<file path="src/rtl/ntt_pkg.sv">
// Shared constants and types for the Q = 65537 NTT/INTT datapath.
package ntt_pkg;

  localparam int unsigned Q     = 65537;
  localparam int unsigned W     = 17;
  localparam int unsigned D     = 16;
  localparam int unsigned N_INV = 61441;
  localparam int unsigned IW    = $clog2(D);
  localparam int unsigned PW    = 2 * W;

  typedef logic [W-1:0]  coef_t;
  typedef logic [PW-1:0] prod_t;
  typedef logic [IW-1:0] idx_t;

  typedef enum logic [1:0] {
    IDLE,
    MUL,
    RED,
    OUT
  } state_t;

  typedef struct packed {
    coef_t data;
    idx_t  index;
    logic  last;
  } beat_t;

endpackage

</file>
<file path="src/rtl/mod_q_reduce.sv">
// Combinational reduction of a 2W-bit value modulo Q = 2^16 + 1.
// Uses 2^16 == -1 (mod Q): x = x2*2^32 + x1*2^16 + x0 == x0 - x1 + x2.
module mod_q_reduce
  import ntt_pkg::*;
(
  input  prod_t x,
  output coef_t r_c
);

  localparam int unsigned HW = W - 1;
  localparam int unsigned SW = W + 1;

  logic [HW-1:0] x0;
  logic [HW-1:0] x1;
  logic [PW-2*HW-1:0] x2;
  logic [SW-1:0] s;
  logic [SW-1:0] s1;
  logic [SW-1:0] s2;

  // Offset by Q keeps the folded sum non-negative; two conditional subtracts finish it.
  always_comb begin
    x0 = x[HW-1:0];
    x1 = x[2*HW-1:HW];
    x2 = x[PW-1:2*HW];
    s  = SW'(x0) + SW'(x2) + SW'(Q) - SW'(x1);
    s1 = (s  >= SW'(Q)) ? s  - SW'(Q) : s;
    s2 = (s1 >= SW'(Q)) ? s1 - SW'(Q) : s1;
    r_c = W'(s2);
  end

endmodule

</file>
<file path="src/rtl/intt_scale_unpack.sv">
// Captures a flat INTT result, scales each coefficient by D^-1 mod Q and streams it out.
// Scaling by N_INV is enabled by INTT_SCALE_EN; otherwise coefficients are only reduced mod Q.
module intt_scale_unpack
  import ntt_pkg::*;
(
  input  logic            clk,
  input  logic            rst,
  input  logic            in_valid,
  output logic            in_ready,
  input  logic [D*W-1:0]  in_data,
  output logic            out_valid,
  input  logic            out_ready,
  output logic [W-1:0]    out_data,
  output logic [IW-1:0]   out_index,
  output logic            out_last,
  output logic            busy
);

  state_t state_q, state_d;
  idx_t   idx_q, idx_d;
  coef_t  coef_q [D];
  coef_t  coef_d [D];
  prod_t  prod_q, prod_d;
  beat_t  beat_q, beat_d;
  logic   out_valid_q, out_valid_d;
  logic   in_ready_q, in_ready_d;
  logic   busy_q, busy_d;
  coef_t  red_c;

  mod_q_reduce u_reduce (
    .x   (prod_q),
    .r_c (red_c)
  );

  // Next-state and registered-output logic.
  always_comb begin
    state_d     = state_q;
    idx_d       = idx_q;
    coef_d      = coef_q;
    prod_d      = prod_q;
    beat_d      = beat_q;
    out_valid_d = out_valid_q;

    case (state_q)
      IDLE: begin
        if (in_valid && in_ready_q) begin
          for (int unsigned i = 0; i < D; i++) begin
            coef_d[i] = in_data[W*i +: W];
          end
          idx_d   = '0;
          state_d = MUL;
        end
      end
      MUL: begin
`ifdef INTT_SCALE_EN
        prod_d = prod_t'(coef_q[idx_q]) * prod_t'(N_INV);
`else
        prod_d = prod_t'(coef_q[idx_q]);
`endif
        state_d = RED;
      end
      RED: begin
        beat_d.data  = red_c;
        beat_d.index = idx_q;
        beat_d.last  = (idx_q == IW'(D - 1));
        out_valid_d  = 1'b1;
        state_d      = OUT;
      end
      OUT: begin
        if (out_ready) begin
          out_valid_d = 1'b0;
          if (idx_q == IW'(D - 1)) begin
            state_d = IDLE;
          end else begin
            idx_d   = idx_q + IW'(1);
            state_d = MUL;
          end
        end
      end
      default: begin
        state_d = IDLE;
      end
    endcase

    in_ready_d = (state_d == IDLE);
    busy_d     = (state_d != IDLE);
  end

  always_ff @(posedge clk) begin
    if (rst) begin
      state_q     <= IDLE;
      idx_q       <= '0;
      for (int unsigned i = 0; i < D; i++) begin
        coef_q[i] <= '0;
      end
      prod_q      <= '0;
      beat_q      <= '0;
      out_valid_q <= 1'b0;
      in_ready_q  <= 1'b0;
      busy_q      <= 1'b0;
    end else begin
      state_q     <= state_d;
      idx_q       <= idx_d;
      coef_q      <= coef_d;
      prod_q      <= prod_d;
      beat_q      <= beat_d;
      out_valid_q <= out_valid_d;
      in_ready_q  <= in_ready_d;
      busy_q      <= busy_d;
    end
  end

  assign in_ready  = in_ready_q;
  assign out_valid = out_valid_q;
  assign out_data  = beat_q.data;
  assign out_index = beat_q.index;
  assign out_last  = beat_q.last;
  assign busy      = busy_q;

endmodule

</file>
<file path="config.mk">
export PLATFORM = sky130hd
export DESIGN_NAME = intt_scale_unpack
export DESIGN_NICKNAME = d
export VERILOG_FILES = /design/src/rtl/ntt_pkg.sv /design/src/rtl/mod_q_reduce.sv /design/src/rtl/intt_scale_unpack.sv
export SDC_FILE = /design/constraint.sdc
export NUM_CORES = 1
export LEC_CHECK = 0
export ABC_CLOCK_PERIOD_IN_PS = 4800
export BUFFER_PORTS_ARGS = -buffer_cell sky130_fd_sc_hd__buf_2
export CORE_MARGIN = 5
export CORE_UTILIZATION = 29
export CTS_BUF_LIST = sky130_fd_sc_hd__clkbuf_8
export DETAILED_ROUTE_END_ITERATION = 6
export GPL_TIMING_DRIVEN = 0
export SYNTH_ARGS = -nofsm -noshare
export SYNTH_HDL_FRONTEND = slang
export SYNTH_HIERARCHICAL = 1
export SYNTH_SLANG_ARGS = --single-unit
export TNS_END_PERCENT = 1
</file>
<file path="constraint.sdc">
create_clock -name clk -period 4.8 [get_ports clk]
set_input_delay 0.24 -clock clk [delete_from_list [all_inputs] [get_ports clk]]
set_output_delay 0.24 -clock clk [all_outputs]
set_load 0.05 [all_outputs]
</file>
==> reports/results.ini <==
[status]
status=complete, no violations

[global_routing]
met1_usage_pct=25.56
met3_usage_pct=3.158
grt_max_degree=15
antenna_found_initial=4
grt_pass1_vias=17830
grt_pass1_wl_um=100100
grt.overflow.total=0
top_usage_layer=met2
track_usage_pct=21.18
grt_use_met2_pct=36.34

[power_and_ir_drop]
p_per_area_nw_per_um2=302.5
peakVddDrop_mv=0.1718
p_leak_nw=8.879

[cells_and_area]
final_cell_area_um2=23150
area_delta_synth_final_pct=44.42
layout-drive-gt1-share_pct=24.20
postLayoutCoreUtil_pct=42.11
fillers=5344
layout.nets=2967
fin_cells=3444

[yosys]
async_reset_ff_share_pct=0
netlist_instances=1982
synth.distinct_cells=90
synth.area.top_cells=dfxtp_1, nand2_1, a21oi_1, mux4_2, ha_1
avgSynthCellArea_um2=8.089
synthFlopType=dfxtp_1
synth_area_um2=16030
synth_warnings=6
synth_largest_area_cell=dfxtp_1
synth_edf_count=0
synth_seq_cells=320
seq_area_frac_synth_pct=39.96
synth_top_area_share_pct=39.96

[clocking]
cts-buffers-inserted=53
cts_root_buf=clkbuf_8
cts_buffer_depth=3
cts_num_sinks=320
cts_max_level=2
clk_pin_slew_ns=0.07
cts_tree=yes
clk_latency_ns=0.65

[hold_path]
hold_class=primary input to flop

[worst_setup_path]
crit_type=flop to flop
cp_max_fo=6
endpoint_kind=flop
cp_data_arrival_time_ns=5.33
cp-start-kind=flop
required_ns=5.36

[placed_design]
gp_congestion=0.9209
dpl.cell_count=3049
placed_area_um2=18550
io_buffers=299
dp_hpwl_um=48130

[drt]
drtIter0Drc=1255
antenna_left=0
wl_per_cell_um=19.37
vias_per_cell=5.079
first_pass_iters=6
wl_um=66710
route.vias.total=17490
drc_errors=0

[timing]
fin_crit_sh_pct=99.26
setup_viol=0
timing_hold_violations_final=0
relSlewSlack_pct=26.04
tightest_slew_ns=1.109
rsz0062_at_grt=yes
drv_slew=0
max_freq_mhz=209.9
finClkSkew_ns=0.04423
hold_slack_ns=0.2150
period_needed_ns=4.764

[die]
io_pins=301
fp-row-count=86
die_w_um=245.1
core-area_um2=54990
start_util_pct=29.16
die_height_um=245.1
die_area_um2=60090

[job]
drv_cap=0

==> cells in the mapped netlist, types with 5 or more instances <==
| master | n |
|---|---|
| nand2_1 | 653 |
| a21oi_1 | 326 |
| dfxtp_1 | 320 |
| clkbuf_1 | 79 |
| buf_2 | 53 |
| mux4_2 | 51 |
| ha_1 | 37 |
| mux2i_1 | 37 |
| nor2_1 | 36 |
| inv_1 | 35 |
| a22oi_1 | 31 |
| o21ai_0 | 30 |
| nor3_1 | 25 |
| o211ai_1 | 25 |
| xnor2_1 | 21 |
| mux2_2 | 17 |
| nand3_1 | 17 |
| or2_2 | 11 |
| a31oi_1 | 9 |
| a211oi_1 | 8 |
| xor2_1 | 8 |
| a21boi_0 | 7 |
| and2_1 | 6 |
| and3_1 | 6 |
| buf_6 | 6 |
| nand2b_1 | 6 |
| o41ai_1 | 6 |
| nor2b_1 | 5 |
| nor4_1 | 5 |
| or4_1 | 5 |
==> layout by cell type (no fill, tap or decap), drive strengths merged, types with 36 or more instances in the layout <==
cell type and instances:
dfxtp 320, a21oi 330, ha 37, mux4 51, nand2 653, buf 396, inv 49, dlygate4sd3 274
mux2i 37, clkbuf 139, nor2 36
==> critical path, stage by stage, from the launching register on <==
cell	delay (ns)
dfxtp_2	0.34
inv_2	0.04
fa_2	0.41
fa_2	0.37
or2b_1	0.28
a21oi_2	0.18
xor2_2	0.09
or3_1	0.36
buf_6	0.14
or4b_4	0.54
or4_4	0.43
o221a_4	0.14
a2111oi_4	0.29
nand2_1	0.17
nor4b_4	0.32
a21oi_2	0.10
a211oi_2	0.24
nand2_1	0.10
a21oi_2	0.14
==> path summary, 6_finish.rpt <==
| path | depth (start not counted) | from | slack [ns] | endpoint |
|---|---|---|---|---|
| setup / recovery | 18 | prod_q[0]$_SDFFE_PP0P_ | 0.04 | out_data[16]$_SDFFE_PP0P_ |
| hold / removal | 5 | in_valid | 0.21 | idx_q[3]$_SDFFE_PP0P_ |
| setup reg to reg | 18 | prod_q[0]$_SDFFE_PP0P_ | 0.04 | out_data[16]$_SDFFE_PP0P_ |
| hold reg to reg | 2 | coef_q[207]$_SDFFE_PP0P_ | 0.45 | coef_q[207]$_SDFFE_PP0P_ |
==> cell families after synthesis <==
logic type	count (synthesis)	share of synthesized area, %
flip-flops	320	39.96
other	1	0.02339
AND/OR/NAND/NOR	807	20.91
XOR/XNOR	29	1.584
AO/OA/AOI/OAI	499	18.67
multiplexers	105	10.67
buffers and inverters	182	5.057
adder cells (fa/ha/maj)	39	3.137
==> per-stage QoR <==
step	power [mW]	TNS, ns	setup WS, ns
after global routing	7.299	-1.694	-0.1732
after CTS	6.935	-2.391	-0.2325
final	7.004	0	0.03560
after global placement	4.133	-16.53	-1.078
after detailed placement	4.157	-15.14	-0.9947
after floorplan	3.701	0	0.006169
==> area by class of cell <==
| cell class | instances | area (um2) | area share [%] |
|---|---|---|---|
| Inverter | 35 | 131.4 | 0.5674 |
| Buffer | 138 | 660.6 | 2.853 |
| Multi-Input combinational cell | 1500 | 9398 | 40.59 |
| Sequential cell | 320 | 6409 | 27.68 |
| Clock buffer | 67 | 922.1 | 3.982 |
| Timing Repair Buffer | 604 | 4472 | 19.31 |
| Tap cell | 748 | 935.9 | 4.042 |
| Clock inverter | 26 | 211.5 | 0.9132 |
| Antenna cell | 6 | 15.01 | 0.06484 |
==> sequential cells by signal, summed over array words and instances (netlist names) <==
signal,cells
idx_q,4
out_last,1
in_ready,1
prod_q,17
state_q,2
out_index,4
out_data,17
out_valid,1
coef_q,272
busy,1
==> per-layer routing <==
layer | routed length (um) | share of wire (%) | vias to the layer above
met5 | 0 | 0 | -
met2 | 32360 | 49 | 761
met3 | 3784 | 5.7 | 260
met1 | 26800 | 40 | 8286
li1 | - | - | 8184
met4 | 3760 | 5.6 | 0
==> power by group <==
group	internal [mW]	switching, mW
logic	0.639	0.858
registers	2.82	0.103
clock network	1.42	1.16
total	4.88	2.12
==> timing repair <==
| action | in CTS | in global routing |
|---|---|---|
| resized for setup | 47 | 72 |
| setup endpoints to repair | 17 | 17 |
| pin swaps | 11 | 33 |
| setup buffers | 8 | 23 |
| hold endpoints to repair | 277 | 0 |
| hold buffers | 274 | 0 |
Note: power is estimated with default switching activity, not from simulation.
